`src/rtl/elevator_call_scheduler_pkg.sv`:
```
// Shared types and constants for the elevator call scheduler slice.
package elevator_pkg;
    typedef enum logic [1:0] {IDLE, MOVE, DOOR, EMERG} state_e;

    localparam int FLOOR_W_DEF = 4;
    localparam int FLOOR_G     = 0;
    localparam int FLOOR_1     = 1;
    localparam int FLOOR_2     = 2;
endpackage

```
`src/rtl/elevator_call_scheduler_if.sv`:
```
// Call-button / display bundle of the scheduler. door_hold exists only when
// ELEVATOR_DOOR_HOLD_EN is defined.
interface elevator_call_scheduler_if
    import elevator_pkg::*;
#(
    parameter int NUM_FLOORS = 3,
    parameter int FLOOR_W    = FLOOR_W_DEF
);
    logic [NUM_FLOORS-1:0] call_req;
    logic                  emerg_in;
`ifdef ELEVATOR_DOOR_HOLD_EN
    logic                  door_hold;
`endif
    logic [FLOOR_W-1:0]    cur_floor;
    logic [FLOOR_W-1:0]    tgt_floor;
    logic                  moving;
    logic                  dir_up;
    logic                  door_open;
    logic [NUM_FLOORS-1:0] pending;
    logic                  emerg_out;

    modport master (
`ifdef ELEVATOR_DOOR_HOLD_EN
        output door_hold,
`endif
        output call_req, emerg_in,
        input  cur_floor, tgt_floor, moving, dir_up, door_open, pending, emerg_out
    );

    modport slave (
`ifdef ELEVATOR_DOOR_HOLD_EN
        input  door_hold,
`endif
        input  call_req, emerg_in,
        output cur_floor, tgt_floor, moving, dir_up, door_open, pending, emerg_out
    );
endinterface

```
`src/rtl/elevator_call_scheduler_target_picker.sv`:
```
// SCAN target selection: nearest call ahead, then the current floor, then
// the nearest call behind (which implies a direction reversal).
module elevator_target_picker
    import elevator_pkg::*;
#(
    parameter int NUM_FLOORS = 3,
    parameter int FLOOR_W    = FLOOR_W_DEF
) (
    input  logic [NUM_FLOORS-1:0] pending_i,
    input  logic [FLOOR_W-1:0]    cur_floor_i,
    input  logic                  dir_up_i,
    output logic [FLOOR_W-1:0]    target_o,
    output logic                  found_o,
    output logic                  dir_next_o
);
    logic               up_f, dn_f, here_f;
    logic [FLOOR_W-1:0] up_t, dn_t;

    // Ascending scan: first hit above is nearest up, last hit below is nearest down.
    always_comb begin
        up_f   = 1'b0;
        dn_f   = 1'b0;
        here_f = 1'b0;
        up_t   = cur_floor_i;
        dn_t   = cur_floor_i;
        for (int f = 0; f < NUM_FLOORS; f++) begin
            if (pending_i[f]) begin
                if (FLOOR_W'(f) > cur_floor_i && !up_f) begin
                    up_f = 1'b1;
                    up_t = FLOOR_W'(f);
                end
                if (FLOOR_W'(f) < cur_floor_i) begin
                    dn_f = 1'b1;
                    dn_t = FLOOR_W'(f);
                end
                if (FLOOR_W'(f) == cur_floor_i) here_f = 1'b1;
            end
        end
    end

    always_comb begin
        found_o    = up_f | dn_f | here_f;
        target_o   = cur_floor_i;
        dir_next_o = dir_up_i;
        if (dir_up_i ? up_f : dn_f) begin
            target_o = dir_up_i ? up_t : dn_t;
        end else if (here_f) begin
            target_o = cur_floor_i;
        end else if (dir_up_i ? dn_f : up_f) begin
            target_o   = dir_up_i ? dn_t : up_t;
            dir_next_o = ~dir_up_i;
        end
    end
endmodule

```
`src/rtl/elevator_call_scheduler.sv`:
```
// Elevator car sequencer: latches calls, serves them in SCAN order, times
// travel and door dwell, freezes on emergency. Optional: ELEVATOR_DOOR_HOLD_EN.
module elevator_call_scheduler
    import elevator_pkg::*;
#(
    parameter int NUM_FLOORS    = 3,
    parameter int FLOOR_W       = FLOOR_W_DEF,
    parameter int TRAVEL_CYCLES = 8,
    parameter int DOOR_CYCLES   = 4
) (
    input logic                      clk,
    input logic                      reset,
    elevator_call_scheduler_if.slave bus_if
);
    localparam int CNT_MAX = (TRAVEL_CYCLES > DOOR_CYCLES) ? TRAVEL_CYCLES : DOOR_CYCLES;
    localparam int CNT_W   = $clog2(CNT_MAX + 1);
    localparam logic [CNT_W-1:0] TRAVEL_LAST = CNT_W'(TRAVEL_CYCLES - 1);
    localparam logic [CNT_W-1:0] DOOR_LAST   = CNT_W'(DOOR_CYCLES - 1);

    state_e                state_q;
    logic [FLOOR_W-1:0]    cur_q, tgt_q, next_floor, pick_tgt;
    logic                  moving_q, dir_up_q, door_q, emerg_q;
    logic [NUM_FLOORS-1:0] pend_q, pend_d, set_mask, clr_mask;
    logic [CNT_W-1:0]      cnt_q;
    logic                  pick_found, pick_dir;
    logic                  travel_done, arrive, idle_here, retarget, call_here, door_restart;

    function automatic logic [NUM_FLOORS-1:0] floor_mask(input logic [FLOOR_W-1:0] f);
        floor_mask = '0;
        for (int i = 0; i < NUM_FLOORS; i++)
            if (f == FLOOR_W'(i)) floor_mask[i] = 1'b1;
    endfunction

    elevator_target_picker #(.NUM_FLOORS(NUM_FLOORS), .FLOOR_W(FLOOR_W)) u_picker (
        .pending_i   (pend_q),
        .cur_floor_i (cur_q),
        .dir_up_i    (dir_up_q),
        .target_o    (pick_tgt),
        .found_o     (pick_found),
        .dir_next_o  (pick_dir)
    );

    assign call_here = |(bus_if.call_req & floor_mask(cur_q));
`ifdef ELEVATOR_DOOR_HOLD_EN
    assign door_restart = call_here | bus_if.door_hold;
`else
    assign door_restart = call_here;
`endif

    always_comb begin
        next_floor  = dir_up_q ? cur_q + FLOOR_W'(1) : cur_q - FLOOR_W'(1);
        travel_done = (state_q == MOVE) && (cnt_q == TRAVEL_LAST);
        arrive      = travel_done &&
                      ((next_floor == tgt_q) || |(pend_q & floor_mask(next_floor)));
        idle_here   = (state_q == IDLE) && |pend_q && (pick_tgt == cur_q);
        // While travelling only a closer call in the same direction may retarget.
        retarget    = (state_q == MOVE) && pick_found && (pick_dir == dir_up_q) &&
                      (pick_tgt != cur_q);
        set_mask    = bus_if.call_req;
        if (state_q == DOOR) set_mask = set_mask & ~floor_mask(cur_q);
        clr_mask    = '0;
        if (arrive)         clr_mask = floor_mask(next_floor);
        else if (idle_here) clr_mask = floor_mask(cur_q);
        if (state_q == EMERG || bus_if.emerg_in) pend_d = pend_q;
        else                                     pend_d = (pend_q | set_mask) & ~clr_mask;
    end

    always_ff @(posedge clk or posedge reset) begin
        if (reset) begin
            state_q  <= IDLE;
            cur_q    <= FLOOR_W'(FLOOR_G);
            tgt_q    <= FLOOR_W'(FLOOR_G);
            moving_q <= 1'b0;
            dir_up_q <= 1'b1;
            door_q   <= 1'b0;
            pend_q   <= '0;
            emerg_q  <= 1'b0;
            cnt_q    <= '0;
        end else begin
            pend_q <= pend_d;
            if (state_q != EMERG && bus_if.emerg_in) begin
                state_q  <= EMERG;
                moving_q <= 1'b0;
                door_q   <= 1'b0;
                emerg_q  <= 1'b1;
                cnt_q    <= '0;
            end else begin
                case (state_q)
                    IDLE: if (pick_found) begin
                        tgt_q <= pick_tgt;
                        cnt_q <= '0;
                        if (pick_tgt == cur_q) begin
                            state_q <= DOOR;
                            door_q  <= 1'b1;
                        end else begin
                            state_q  <= MOVE;
                            moving_q <= 1'b1;
                            dir_up_q <= pick_dir;
                        end
                    end
                    MOVE: if (travel_done) begin
                        cur_q <= next_floor;
                        cnt_q <= '0;
                        if (arrive) begin
                            state_q  <= DOOR;
                            moving_q <= 1'b0;
                            door_q   <= 1'b1;
                        end
                    end else begin
                        cnt_q <= cnt_q + CNT_W'(1);
                        if (retarget) tgt_q <= pick_tgt;
                    end
                    DOOR: if (door_restart) begin
                        cnt_q <= '0;
                    end else if (cnt_q == DOOR_LAST) begin
                        cnt_q   <= '0;
                        door_q  <= 1'b0;
                        state_q <= IDLE;
                    end else begin
                        cnt_q <= cnt_q + CNT_W'(1);
                    end
                    default: ;
                endcase
            end
        end
    end

    assign bus_if.cur_floor = cur_q;
    assign bus_if.tgt_floor = tgt_q;
    assign bus_if.moving    = moving_q;
    assign bus_if.dir_up    = dir_up_q;
    assign bus_if.door_open = door_q;
    assign bus_if.pending   = pend_q;
    assign bus_if.emerg_out = emerg_q;
endmodule

```
`src/flat_wrapper.sv`:
```
// flat-port wrapper written by rule: the top's interface ports become plain ports
module elevator_call_scheduler_flat import elevator_pkg::*;
#(
    parameter int NUM_FLOORS    = 3,
    parameter int FLOOR_W       = FLOOR_W_DEF,
    parameter int TRAVEL_CYCLES = 8,
    parameter int DOOR_CYCLES   = 4
)
  (clk, reset, bus_if_call_req, bus_if_emerg_in, bus_if_cur_floor, bus_if_tgt_floor, bus_if_moving, bus_if_dir_up, bus_if_door_open, bus_if_pending, bus_if_emerg_out);
  elevator_call_scheduler_if #(.NUM_FLOORS(NUM_FLOORS), .FLOOR_W(FLOOR_W)) bus_if_i ();
  input logic clk;
  input logic reset;
  input wire logic [$bits(bus_if_i.call_req)-1:0] bus_if_call_req;
  input wire logic [$bits(bus_if_i.emerg_in)-1:0] bus_if_emerg_in;
  output wire logic [$bits(bus_if_i.cur_floor)-1:0] bus_if_cur_floor;
  output wire logic [$bits(bus_if_i.tgt_floor)-1:0] bus_if_tgt_floor;
  output wire logic [$bits(bus_if_i.moving)-1:0] bus_if_moving;
  output wire logic [$bits(bus_if_i.dir_up)-1:0] bus_if_dir_up;
  output wire logic [$bits(bus_if_i.door_open)-1:0] bus_if_door_open;
  output wire logic [$bits(bus_if_i.pending)-1:0] bus_if_pending;
  output wire logic [$bits(bus_if_i.emerg_out)-1:0] bus_if_emerg_out;
  assign bus_if_i.call_req = bus_if_call_req;
  assign bus_if_i.emerg_in = bus_if_emerg_in;
  assign bus_if_cur_floor = bus_if_i.cur_floor;
  assign bus_if_tgt_floor = bus_if_i.tgt_floor;
  assign bus_if_moving = bus_if_i.moving;
  assign bus_if_dir_up = bus_if_i.dir_up;
  assign bus_if_door_open = bus_if_i.door_open;
  assign bus_if_pending = bus_if_i.pending;
  assign bus_if_emerg_out = bus_if_i.emerg_out;
  elevator_call_scheduler #(.NUM_FLOORS(NUM_FLOORS), .FLOOR_W(FLOOR_W), .TRAVEL_CYCLES(TRAVEL_CYCLES), .DOOR_CYCLES(DOOR_CYCLES)) u_core (.clk(clk), .reset(reset), .bus_if(bus_if_i));
endmodule
```
`config.mk`:
```
export PLATFORM = sky130hd
export DESIGN_NAME = elevator_call_scheduler_flat
export DESIGN_NICKNAME = d
export VERILOG_FILES = /design/src/rtl/elevator_call_scheduler_pkg.sv /design/src/rtl/elevator_call_scheduler_if.sv /design/src/rtl/elevator_call_scheduler_target_picker.sv /design/src/rtl/elevator_call_scheduler.sv /design/src/flat_wrapper.sv
export SDC_FILE = /design/constraint.sdc
export NUM_CORES = 1
export LEC_CHECK = 0
export CORE_MARGIN = 3
export CORE_UTILIZATION = 58
export CTS_CLUSTER_SIZE = 24
export DETAILED_ROUTE_END_ITERATION = 10
export HOLD_SLACK_MARGIN = 0.05
export PLACE_DENSITY = 0.79
export SLEW_MARGIN = 20
export SYNTH_ARGS = -nofsm -noshare
export SYNTH_HDL_FRONTEND = slang
export SYNTH_SLANG_ARGS = --single-unit
export TNS_END_PERCENT = 1
```
`constraint.sdc`:
```
create_clock -name clk -period 6.1 [get_ports clk]
set_input_delay 1.22 -clock clk [delete_from_list [all_inputs] [get_ports clk]]
set_output_delay 1.22 -clock clk [all_outputs]
set_load 0.02 [all_outputs]
```
* After elaboration in Yosys (flattened, before gate mapping) *
Cells that the tools add are included.

word-level totals
  register bits after elaboration = 21

cells by class
  $add $sub $neg = 3
  magnitude comparators = 6
  eq/ne operators = 26
  muxes and demuxes = 84
  bitwise gates (word level) = 12
  reduce and logical (&&, ||, !) cells = 30

operator list
  operator                                                                         number
  4-bit two-way mux                                                                26
  1-bit two-way mux                                                                43
  2-bit two-way mux                                                                7
  3-bit AND                                                                        4
  4-bit by 2-bit equality test with 1-bit output (second input constant)           3
  3-bit inequality test (second input constant)                                    4
  4-bit case mux with 3 select lines                                               1
  1-bit logical AND                                                                10
  5-bit AND reduction                                                              2
  3-bit two-way mux                                                                3
  3-bit by 2-bit inequality test with 1-bit output (second input constant)         3
  3-bit OR reduction                                                               3
  4-bit by 1-bit adder with 4-bit output (second input constant)                   2
  4-bit by 1-bit equality test with 1-bit output (second input constant)           2
  4-bit equality test                                                              2
  1-bit by 4-bit greater-than comparator with 1-bit output (first input constant)  2
  4-bit logical NOT                                                                2
  1-bit by 4-bit < comparator with 1-bit output (first input constant)             2
  4-bit case mux with 2 select lines                                               1
  7-bit AND reduction                                                              1
  3-bit inverter                                                                   2
  2-bit case mux with 3 select lines                                               1
  6-bit AND reduction                                                              1
  1-bit by 4-bit equality test with 1-bit output (first input constant)            1
  other kinds (25)                                                                 33

* Depth between registers and ports, before layout *
  depth in word-level cells = 21
  gate-level depth with buffers = 11

* Modules after synthesis *
From an unflattened synthesis, not the netlist that was laid out.

unflattened totals
  cell total of the unflattened synthesis = 227
  area, all modules = 1,950.6 sq um

modules (own cells, without submodules)
  module                   times used  cells each  area an instance (sq um)
  elevator_call_scheduler  1           174         1,624.1
  elevator_target_picker   1           53          326.6

* Least setup slack after synthesis *
OpenSTA, ideal clock, no wires.

  path kind = register to register
  from = reg u_core.cur_q[0] (netlist: u_core.bus_if.cur_floor[0])
  to = reg u_core.moving_q (netlist: u_core.bus_if.moving)
  data arrival time = 3,068 ps
  slack = 2,907 ps
  cell stages (with the launch flop) = 12
  period minus slack after synthesis = 3,193 ps
  path through = dfrtp_1 buf_6 inv_1 ha_1 nor3b_1 o21ai_2 o311ai_2 a21oi_1 a211o_1 a211o_1 o32a_1 mux2_4

between the ends
  word-level cells in the longest chain between the ends = 18
  elaborated cells between the ends (all ways) = 71
  classes of those cells = add/sub: 2; order compare: 6; eq/ne: 9; mux: 41; bitwise: 3; reduce/logical: 10

ends and longest elaborated chain
  what                                                      RTL line                                                                                  text
  from (decl)                                               elevator_call_scheduler.sv:21                                                             logic [FLOOR_W-1:0] cur_q, tgt_q, next_floor, pick_tgt;
  from (signal assigned)                                    elevator_call_scheduler.sv:71                                                             cur_q <= FLOOR_W'(FLOOR_G);
  from (signal assigned)                                    elevator_call_scheduler.sv:102                                                            cur_q <= next_floor;
  1-bit by 4-bit greater-than comparator with 1-bit output  elevator_call_scheduler_target_picker.sv:28                                               if (FLOOR_W'(f) > cur_floor_i && !up_f) begin
  1-bit two-way mux                                         elevator_call_scheduler_target_picker.sv:28
  1-bit two-way mux                                         elevator_call_scheduler_target_picker.sv:27                                               if (pending_i[f]) begin
  1-bit logical NOT                                         elevator_call_scheduler_target_picker.sv:28
  1-bit logical AND                                         elevator_call_scheduler_target_picker.sv:28
  1-bit two-way mux                                         elevator_call_scheduler_target_picker.sv:28
  1-bit two-way mux                                         elevator_call_scheduler_target_picker.sv:27
  1-bit logical NOT                                         elevator_call_scheduler_target_picker.sv:28
  [... 2 more ...]                                          -
  4-bit two-way mux or 1-bit two-way mux (tied branches)    elevator_call_scheduler_target_picker.sv:27
  4-bit two-way mux or 1-bit two-way mux (tied branches)    elevator_call_scheduler_target_picker.sv:50, elevator_call_scheduler_target_picker.sv:49
  4-bit two-way mux                                         elevator_call_scheduler_target_picker.sv:49                                               end else if (dir_up_i ? dn_f : up_f) begin
  4-bit two-way mux                                         elevator_call_scheduler_target_picker.sv:47                                               end else if (here_f) begin
  4-bit two-way mux                                         elevator_call_scheduler_target_picker.sv:45                                               if (dir_up_i ? up_f : dn_f) begin
  4-bit equality test                                       elevator_call_scheduler.sv:92                                                             if (pick_tgt == cur_q) begin
  3-bit inequality test (no source line)                    -
  5-bit AND reduction (no source line) *                    -
  to (signal assigned)                                      elevator_call_scheduler.sv:83                                                             moving_q <= 1'b0;
  to (signal assigned)                                      elevator_call_scheduler.sv:97                                                             moving_q <= 1'b1;
  to (signal assigned)                                      elevator_call_scheduler.sv:106                                                            moving_q <= 1'b0;
  to (decl)                                                 elevator_call_scheduler.sv:22                                                             logic moving_q, dir_up_q, door_q, emerg_q;

Every way passes the cells marked *; elsewhere a longest branch is shown, timed or not.
A chain may end at the register's enable or synchronous reset.

* Final worst setup path *
  from = reg u_core.cur_q[0] (netlist: u_core.bus_if.cur_floor[0])
  to = reg u_core.pend_q[0] (netlist: u_core.bus_if.pending[0])

between the ends
  word-level cells in the longest chain between the ends = 21
  elaborated cells between the ends (all ways) = 75
  classes of those cells = add/sub: 2; order compare: 6; eq/ne: 6; mux: 45; bitwise: 6; reduce/logical: 10

ends and longest elaborated chain
  what                                                      RTL line                                     text
  1-bit by 4-bit greater-than comparator with 1-bit output  elevator_call_scheduler_target_picker.sv:28
  1-bit two-way mux                                         elevator_call_scheduler_target_picker.sv:28
  1-bit two-way mux                                         elevator_call_scheduler_target_picker.sv:27
  1-bit logical NOT                                         elevator_call_scheduler_target_picker.sv:28
  1-bit logical AND                                         elevator_call_scheduler_target_picker.sv:28
  1-bit two-way mux                                         elevator_call_scheduler_target_picker.sv:28
  1-bit two-way mux                                         elevator_call_scheduler_target_picker.sv:27
  1-bit logical NOT                                         elevator_call_scheduler_target_picker.sv:28
  [... 5 more ...]                                          -
  4-bit two-way mux                                         elevator_call_scheduler_target_picker.sv:47
  4-bit two-way mux                                         elevator_call_scheduler_target_picker.sv:45
  4-bit equality test                                       elevator_call_scheduler.sv:55                idle_here = (state_q == IDLE) && |pend_q && (pick_tgt == cur_q);
  1-bit logical AND                                         elevator_call_scheduler.sv:55
  3-bit two-way mux                                         elevator_call_scheduler.sv:63                else if (idle_here) clr_mask = floor_mask(cur_q);
  3-bit two-way mux                                         elevator_call_scheduler.sv:62                if (arrive) clr_mask = floor_mask(next_floor);
  3-bit inverter                                            elevator_call_scheduler.sv:65                else pend_d = (pend_q | set_mask) & ~clr_mask;
  3-bit AND *                                               elevator_call_scheduler.sv:65
  to (signal assigned)                                      elevator_call_scheduler.sv:80                pend_q <= pend_d;
  to (decl)                                                 elevator_call_scheduler.sv:23                logic [NUM_FLOORS-1:0] pend_q, pend_d, set_mask, clr_mask;

Every way passes the cells marked *; elsewhere a longest branch is shown, timed or not. The select of a mux whose other input is x is not followed.

==> metrics <==
Hold Path Stages=1; Post-CTS Setup Bufs=0; CP required=6.29 ns; Power, Total=around 560 uW; Yosys cell types=71; vias per cell=~6.6; Initial Util=0.628; Cells after Synth=~210; most numerous cell in the Yosys netlist=dfrtp_1; via count=between 1,500 and 2,000; Final Max Tran Viols=0; Mapped Avg Cell Area=slightly above 9 um2; drt wl/cell=18.2 um; Worst-Margin Slew=~0.83 ns; Final nets=between 200 and 250; Reg2Reg Launch Point=u_core.bus_if.cur_floor[0]$_DFFE_PP0P_; crit path launch type=flop; DP Worst Slack=~2.4 ns; DR DRC count=0; synth cell count leaders=dfrtp_1, nand2_1, nor2_1; H-Tree Depth=1; layout cells sized above 1=0.139; capture point of the worst reg-to-reg path=u_core.bus_if.pending[0]$_DFFE_PP0N_; largest net degree at the start of global routing=22; Fin Setup TNS=0 ns; part of the cycle the worst path needs=0.625; Routed Antenna Nets=0; vias in the first global route=approximately 1,800; root buf cell=clkbuf_4; final instance area=about 2200 um2; DRT Pass-1 Iters=7; Worst R2R Setup Slack=2.29 ns; Slew HR=0.443; Clock transition at path regs=between 0.1 and 0.15 ns; max frequency=approximately 260 MHz; synth top area cells=dfrtp_1, ha_1, nand2_1, nor2_1, buf_6; num ports=21; antenna violations before repair=0; post-route insts no fill=between 200 and 300; fin util=0.691; largest fanout on the critical path=16; endpoints failing setup=0; Seq/Total Area, Yosys=0.264; Hold EP=u_core.bus_if.emerg_out$_DFFE_PP0P_; R2R cell count=10; Mapped Nets=230; total routed wirelength=about 5.0 mm; outcome=finished, final reports clean; Setup Skew=between 0.005 and 0.006 ns; die width=about 65 um; post-cts resize count=0; Fin. Hold Viols=0; first-pass GRT wire length=between 8 and 9 mm; Iter 0 DRT Violations=approximately 320; Final min period=3.81 ns; Antenna Cells=0; predominant post-synthesis flop cell=dfrtp_1; cell taking the most area after synthesis=dfrtp_1; DP Cell Count=270; Setup CP Type=flop to flop; maximum VDD drop=around 0.27 mV; all-layer global routing usage=0.264; Sink Count=21; CTS Buffer Depth=2; Die Area=4180 um2; GPL Wtd Cong=roughly 0.94; pwr/cell area=between 200 and 300 nW/um2; row count=20; total CTS buffers=3; Post-synth ARST share=1.00; worst skew pair latency=between 0.3 and 0.4 ns; CP Data Arrival Time=4.00 ns; Post-Syn Area=approximately 2000 um2; post-synth top area share=0.251; global route overflow=0; hpwl dp=3.87 mm; Post-synth EDFFs=0; Placeable Area=about 3200 um2; Synth Warn #=0; unrepaired setup endpoints after global routing=false; Max-cap violations=0; CTS tree=done; hold_sp=u_core.bus_if.emerg_out$_DFFE_PP0P_; Hold Slack=slightly below 0.5 ns; crit end category=flop; #FFs+latches synth=21; leak pwr=a little under 0.9 nW; die height=64.7 um; Min-Delay Path Class=flop to flop; Post-DP Area=between 2000 and 2500 um2; # fillers=271; hold buffers post-CTS=0; fin worst setup slack=roughly 2.3 ns; area grow syn2layout=10.0%; number of I/O port buffers=20
==> worst max path at each step <==
stage                                                 from                                    to  slack (ns)  cells past startpoint
floorplan           u_core.bus_if.cur_floor[0]$_DFFE_PP0P_      u_core.bus_if.moving$_DFFE_PP0P_        2.91                     11
global placement    u_core.bus_if.cur_floor[0]$_DFFE_PP0P_  u_core.bus_if.pending[0]$_DFFE_PP0N_        2.54                     10
detailed placement  u_core.bus_if.cur_floor[0]$_DFFE_PP0P_  u_core.bus_if.pending[0]$_DFFE_PP0N_        2.40                     10
CTS                 u_core.bus_if.cur_floor[0]$_DFFE_PP0P_  u_core.bus_if.pending[0]$_DFFE_PP0N_        2.38                     10
global route        u_core.bus_if.cur_floor[0]$_DFFE_PP0P_  u_core.bus_if.pending[2]$_DFFE_PP0N_        2.04                     10
finish              u_core.bus_if.cur_floor[0]$_DFFE_PP0P_  u_core.bus_if.pending[0]$_DFFE_PP0N_        2.29                     10
==> placed cells by master (no fill, tap or decap), drive strengths merged, types with 2 or more instances in the layout <==
master         netlist  layout
a222oi               2       2
xor2                 4       4
or3                  2       2
xnor2                5       5
ha                  10      10
nand2b               3       3
o21ai               11      11
o31ai                4       4
nor3                 3       3
nand3                7       7
o211ai               2       2
a21oi               12      12
nor2b                3       3
a31oi                7       7
dfrtp               20      20
o21a                 2       2
nand2               19      19
a21o                 2       2
clkdlybuf4s50        0      20
a211oi               4       4
mux2i                3       3
a211o                3       3
o41ai                2       2
and3                 2       2
nand4                3       3
mux2                 8       8
o311ai               2       2
clkbuf               1       3
inv                 11      11
nand4b               2       2
nor2                18      18
o22ai                3       3
o21bai               3       3
==> state kept, by name (all words and copies together), names as in the netlist <==
name / flops
u_core.bus_if.moving: 1
u_core.bus_if.pending: 3
u_core.bus_if.tgt_floor: 4
u_core.bus_if.door_open: 1
u_core.state_q: 2
u_core.cnt_q: 4
u_core.bus_if.emerg_out: 1
u_core.bus_if.cur_floor: 4
u_core.bus_if.dir_up: 1
==> power breakdown <==
group	total (mW)	internal (mW)	switching (mW)	leakage, nW
registers	0.188	0.163	0.0252	0.247
clock network	0.0698	0.0245	0.0453	0.0177
logic	0.305	0.135	0.169	0.600
==> layer usage <==
metal	global-route usage	vias to the layer above	wire length, um
met3	0.0364	13	290
met2	0.439	86	2470
met5	0	-	0
li1	-	837	-
met4	0.0871	0	112
met1	0.351	886	2130
==> area by class of cell <==
class                   count  area, um2  share of cell area
inverters                  11       41.3              0.0188
flip-flops and latches     21        527               0.240
clock buffers               3       22.5              0.0103
repair buffers             20        200              0.0912
multi-input cells         174       1350               0.613
clock inverters             1       5.00             0.00228
well taps                  44       55.1              0.0251
==> worst max-delay path, stage by stage (launching register included) <==
cell,delay [ns]
dfrtp_1,0.63
inv_1,0.23
ha_1,0.29
nor3b_1,0.44
o21ai_2,0.20
nor2_1,0.37
o22ai_1,0.14
a211o_1,0.35
a2111oi_4,0.44
nor4b_2,0.45
a21oi_1,0.14
==> cell families (layout without fill, tap and decap cells) <==
group / Yosys count / count (layout) / synth area share
AO/OA/AOI/OAI: 70 / 70 / 0.295
multiplexers: 11 / 11 / 0.0621
adder cells (fa/ha/maj): 10 / 10 / 0.0627
XOR/XNOR: 10 / 10 / 0.0533
flip-flops: 21 / 21 / 0.264
AND/OR/NAND/NOR: 73 / 73 / 0.201
buffers and inverters: 19 / 35 / 0.0621
Power figures use the tool's default switching activity.
